<file path="config.mk">
export PLATFORM = sky130hd
export DESIGN_NAME = round_timer_ctrl
export DESIGN_NICKNAME = d
export VERILOG_FILES = /design/src/rtl/timer_pkg.sv /design/src/rtl/sec_prescaler.sv /design/src/rtl/round_timer_ctrl.sv
export SDC_FILE = /design/constraint.sdc
export NUM_CORES = 1
export LEC_CHECK = 0
export CORE_ASPECT_RATIO = 0.5
export CORE_MARGIN = 2
export CORE_UTILIZATION = 57
export DETAILED_ROUTE_END_ITERATION = 10
export GPL_TIMING_DRIVEN = 0
export PLACE_DENSITY = 0.79
export SLEW_MARGIN = 20
export SYNTH_ARGS = -nofsm -noshare
export SYNTH_HDL_FRONTEND = slang
export SYNTH_SLANG_ARGS = --single-unit
</file>
<file path="constraint.sdc">
create_clock -name clkin -period 3.4 [get_ports clkin]
set_input_delay 0.68 -clock clkin [delete_from_list [all_inputs] [get_ports clkin]]
set_output_delay 0.68 -clock clkin [all_outputs]
set_load 0.05 [all_outputs]
</file>
<file path="src/rtl/timer_pkg.sv">
// Shared definitions for the boxing match timer: phase encoding used on the
// phase output and inside the match sequencer.
package timer_pkg;

    typedef enum logic [1:0] {
        PH_IDLE  = 2'b00,
        PH_FIGHT = 2'b01,
        PH_REST  = 2'b10,
        PH_DONE  = 2'b11
    } phase_e;

endpackage

</file>
<file path="src/rtl/sec_prescaler.sv">
// One-second clock-enable generator: a down-counter that emits a single-cycle
// tick when it reaches one, then reloads. No derived clock is produced.
module sec_prescaler #(
    parameter int TICK_DIV = 50000000,
    parameter int DIV_W    = 30
) (
    input  logic clkin,
    input  logic rst,
    input  logic en,
    input  logic reload,
    output logic tick
);

    localparam logic [DIV_W-1:0] DIV_LOAD = DIV_W'(TICK_DIV);
    localparam logic [DIV_W-1:0] DIV_ONE  = DIV_W'(1);

    logic [DIV_W-1:0] cnt_q;
    logic [DIV_W-1:0] cnt_d;
    logic             at_one_s;

    assign at_one_s = (cnt_q == DIV_ONE);
    assign tick     = en & at_one_s & ~reload;

    // Next count: reload wins, otherwise count down and wrap at one while enabled.
    always_comb begin
        cnt_d = cnt_q;
        if (reload) begin
            cnt_d = DIV_LOAD;
        end else if (en) begin
            if (at_one_s) begin
                cnt_d = DIV_LOAD;
            end else begin
                cnt_d = cnt_q - DIV_ONE;
            end
        end else begin
            cnt_d = cnt_q;
        end
    end

    // Counter register.
    always_ff @(posedge clkin) begin
        if (rst) begin
            cnt_q <= DIV_LOAD;
        end else begin
            cnt_q <= cnt_d;
        end
    end

endmodule

</file>
<file path="src/rtl/round_timer_ctrl.sv">
// Match sequencer for the boxing game timer: steps through fight and rest
// periods on one-second ticks and drives phase, round, seconds and bell.
module round_timer_ctrl
    import timer_pkg::*;
#(
    parameter int TICK_DIV   = 50000000,
    parameter int ROUND_SEC  = 180,
    parameter int REST_SEC   = 60,
    parameter int NUM_ROUNDS = 3,
    parameter int DIV_W      = 30,
    parameter int SEC_W      = 8,
    parameter int RND_W      = 4
) (
    input  logic             clkin,
    input  logic             rst,
    input  logic             start,
    input  logic             hold,
    input  logic             abort,
    output logic [1:0]       phase,
    output logic [RND_W-1:0] round_num,
    output logic [SEC_W-1:0] sec_left,
    output logic             bell,
    output logic             done
);

    localparam logic [SEC_W-1:0] SEC_ROUND = SEC_W'(ROUND_SEC);
    localparam logic [SEC_W-1:0] SEC_REST  = SEC_W'(REST_SEC);
    localparam logic [SEC_W-1:0] SEC_ONE   = SEC_W'(1);
    localparam logic [SEC_W-1:0] SEC_ZERO  = SEC_W'(0);
    localparam logic [RND_W-1:0] RND_LAST  = RND_W'(NUM_ROUNDS);
    localparam logic [RND_W-1:0] RND_ONE   = RND_W'(1);
    localparam logic [RND_W-1:0] RND_ZERO  = RND_W'(0);

    phase_e           phase_q;
    logic [RND_W-1:0] round_q;
    logic [SEC_W-1:0] sec_q;
    logic             bell_q;
    logic             done_q;

    logic running_s;
    logic pre_en_s;
    logic pre_reload_s;
    logic tick_s;

    // The prescaler only runs inside a period; leaving or aborting a period
    // pins it at full count so every period entry starts a fresh second.
    assign running_s    = (phase_q == PH_FIGHT) || (phase_q == PH_REST);
    assign pre_en_s     = running_s & ~hold;
    assign pre_reload_s = abort | ~running_s;

    sec_prescaler #(
        .TICK_DIV (TICK_DIV),
        .DIV_W    (DIV_W)
    ) u_prescaler (
        .clkin  (clkin),
        .rst    (rst),
        .en     (pre_en_s),
        .reload (pre_reload_s),
        .tick   (tick_s)
    );

    // Match FSM with its registered counters and outputs.
    always_ff @(posedge clkin) begin
        if (rst) begin
            phase_q <= PH_IDLE;
            round_q <= RND_ZERO;
            sec_q   <= SEC_ZERO;
            bell_q  <= 1'b0;
            done_q  <= 1'b0;
        end else if (abort) begin
            phase_q <= PH_IDLE;
            round_q <= RND_ZERO;
            sec_q   <= SEC_ZERO;
            bell_q  <= 1'b0;
            done_q  <= 1'b0;
        end else begin
            bell_q <= 1'b0;
            case (phase_q)
                PH_IDLE, PH_DONE: begin
                    if (start) begin
                        phase_q <= PH_FIGHT;
                        round_q <= RND_ONE;
                        sec_q   <= SEC_ROUND;
                        bell_q  <= 1'b1;
                        done_q  <= 1'b0;
                    end
                end
                PH_FIGHT: begin
                    if (tick_s) begin
                        if (sec_q > SEC_ONE) begin
                            sec_q <= sec_q - SEC_ONE;
                        end else if (round_q < RND_LAST) begin
                            phase_q <= PH_REST;
                            sec_q   <= SEC_REST;
                            bell_q  <= 1'b1;
                        end else begin
                            phase_q <= PH_DONE;
                            sec_q   <= SEC_ZERO;
                            done_q  <= 1'b1;
                            bell_q  <= 1'b1;
                        end
                    end
                end
                PH_REST: begin
                    if (tick_s) begin
                        if (sec_q > SEC_ONE) begin
                            sec_q <= sec_q - SEC_ONE;
                        end else begin
                            phase_q <= PH_FIGHT;
                            round_q <= round_q + RND_ONE;
                            sec_q   <= SEC_ROUND;
                            bell_q  <= 1'b1;
                        end
                    end
                end
                default: begin
                    phase_q <= PH_IDLE;
                    round_q <= RND_ZERO;
                    sec_q   <= SEC_ZERO;
                    done_q  <= 1'b0;
                end
            endcase
        end
    end

    assign phase     = phase_q;
    assign round_num = round_q;
    assign sec_left  = sec_q;
    assign bell      = bell_q;
    assign done      = done_q;

endmodule

</file>
==> flow_summary.ini <==
[synth]
syn_avg_cell_area_um2 = 8.18
ys_seq_elements = 46
synth-async-reset-ratio_pct = 0
synth_edf_count = 0
yosysWarnings = 0
synthFlopType = dfxtp_1
netlist_area_mm2 = 0.00244
syn_nets = 310
ys_seq_area_share_pct = 37.8
synthCells = 298
ys_types = 43

[final_layout]
fill_cells = 334
nNetsFinal = 337
final_area_mm2 = 0.00279
final_cell_mix = dfxtp_1 (46), nor2_1 (34), nand2_1 (28), xnor2_1 (21), clkdlybuf4s50_1 (20)
syn2layout_area_growth_pct = 14.5
finish.utilization_pct = 69.7
drive_gt1_share_pct = 5.23
num_antenna_cells = 0
final_common_cell = dfxtp_1

[worst_hold_path]
hold_class = flop to flop
holdPathStages = 2
min_from = done
hold-path-endpoint = done

[die]
die_y_um = 50.2
io_pins = 21
initial_core_util_pct = 60.9
rows = 16
fp.dieW_um = 96.5
core_mm2 = 0.00400
die_area_mm2 = 0.00485

[worst_setup_path]
crit_family = simple AND/OR/NAND/NOR gates
max_stage_delay_ps = 640
critPathCaptureType = flop
crit_path_start_kind = flop
critical_path_class = flop to flop
crit_chain = or4_1, or4_4, buf_2, nor4_2, a21oi_1, a311o_1
critical_path.max_fanout = 10
worstPathArrival_ps = 3220
required_ps = 3590
critPathSlowestCell = nor4_2
crit_start = u_prescaler.cnt_q[4]
r2r-end = sec_left[2]
rr_startpoint = u_prescaler.cnt_q[4]
critPathBufInv = 1
r2r_cells = 6
r2r_slack_ps = 370

[sta]
worst_pin_slew_ps = 1080
period_needed_ps = 3030
relSlewSlack_pct = 27.4
tns_ps = 0
finalHoldViolCount = 0
fin_worst_skew_ps = 7.80
whs_ps = 487
drv_slew = 0
setup_viol = 0
rsz0062_at_grt = no
period_share_pct = 89.2
fmaxAchievable_mhz = 330

[global_routing]
antenna_found_initial = 0
grt_max_degree = 14
grt_pass1_vias = 2010
grt_pass1_wl_mm = 9.22
grt_overflow = 0
grtUsageTotal_pct = 24.5

[placed_design]
place_hpwl_mm = 3.94
dpl-instance-area_mm2 = 0.00271
globalplace.congestion = 0.860
port_buffers = 20

[clock_network]
cts_tree = built
cts_sinks = 46
ctsHoldBuffers = 0
numCtsBuffers = 5
cts-htree-levels = 2
clk_latency_ps = 300
cts_setup_buffers = 0
cts_resized = 0
clkTransAtPathRegs_ps = 80
clk_path_buf_depth = 2
clock-root-buffer = clkbuf_8

[power]
p_leak_nw = 0.869
power.total_mw = 0.993
ir_worst_vdd_v = 0.000170
power.density_mw_per_mm2 = 356

[route]
route.detailed.drc = 0
wl_per_cell_um = 14.5
drtIter0Drc = 96
vias_per_cell = 6.02
ant_nets = 0
vias = 2282
wl_mm = 5.49
drtPass1Iterations = 4

[run_status]
outcome = complete, no violations

[flow_run]
drv_cap = 0
-- logic make-up (layout without fill, tap and decap cells) --
| kind of cell | Yosys count | in the layout | synth area share (%) |
|---|---|---|---|
| XOR/XNOR | 28 | 28 | 10.1 |
| adder cells (fa/ha/maj) | 7 | 7 | 3.59 |
| flip-flops | 46 | 46 | 37.8 |
| multiplexers | 2 | 2 | 0.873 |
| AND/OR/NAND/NOR | 146 | 146 | 31.2 |
| buffers and inverters | 25 | 52 | 3.95 |
| AO/OA/AOI/OAI | 44 | 44 | 12.5 |
-- power by group --
| group | internal, mW | leakage, nW | switching [mW] | total (mW) |
|---|---|---|---|---|
| Sequential | 0.544 | 0.372 | 0.00591 | 0.550 |
| Combinational | 0.0414 | 0.454 | 0.0798 | 0.121 |
| Clock | 0.138 | 0.0438 | 0.184 | 0.322 |
-- layout make-up --
cell class / count / area (um^2) / share of cell area, %
plain buffers: 15 / 58.8 / 2.11
clock buffers: 5 / 68.8 / 2.47
clock inverters: 2 / 10.0 / 0.359
inverters: 10 / 37.5 / 1.35
multi-input cells: 227 / 1430 / 51.1
flip-flops and latches: 46 / 921 / 33.0
well taps: 54 / 67.6 / 2.42
repair buffers: 20 / 200 / 7.17
-- cell usage after synthesis, drive strengths merged, types with 9 or more instances --
| library cell | number | area [um^2] |
|---|---|---|
| dfxtp | 46 | 921 |
| nor4 | 16 | 106 |
| clkbuf | 11 | 41.3 |
| nand3 | 9 | 45.0 |
| nand4 | 10 | 62.6 |
| nor2 | 34 | 128 |
| inv | 10 | 37.5 |
| or4 | 10 | 86.3 |
| xnor2 | 21 | 184 |
| or3 | 10 | 62.6 |
| nor3 | 17 | 85.1 |
| nand2 | 28 | 105 |
| o21ai | 9 | 45.0 |
| a21oi | 9 | 45.0 |
-- tightest hold or removal path, delay by kind of cell (launching register included) --
family             cells  cell delay, ps
DFF                    1             320
AOI/OAI and AO/OA      2             130
-- metrics by stage --
stage / cells / worst slack, ps
after floorplan: 298 / 477
after global placement: 372 / 212
after detailed placement: 372 / 188
after CTS: 379 / 358
after global routing: 379 / 174
final: 379 / 366
-- worst max path at each step --
stage                                  endpoint  slack [ps]  cells past startpoint
after floorplan                            done         480                      7
after global placement              sec_left[5]         210                      7
after detailed placement            sec_left[5]         190                      7
after CTS                 u_prescaler.cnt_q[16]         360                      7
after global routing       u_prescaler.cnt_q[5]         170                      7
final                               sec_left[2]         370                      6
-- registers in the layout, indices dropped and copies added, names as in the netlist --
signal and cells:
round_num 4, u_prescaler.cnt_q 30, done 1, bell 1, sec_left 8, phase 2
-- metal layers --
metal	vias up	track usage, %	wire length (um)
met4	0	6.81	64
met3	9	5.56	281
met5	-	0	0
met2	62	38.9	2390
met1	1073	33.6	2750
li1	1138	-	-
Power figures use the tool's default switching activity.
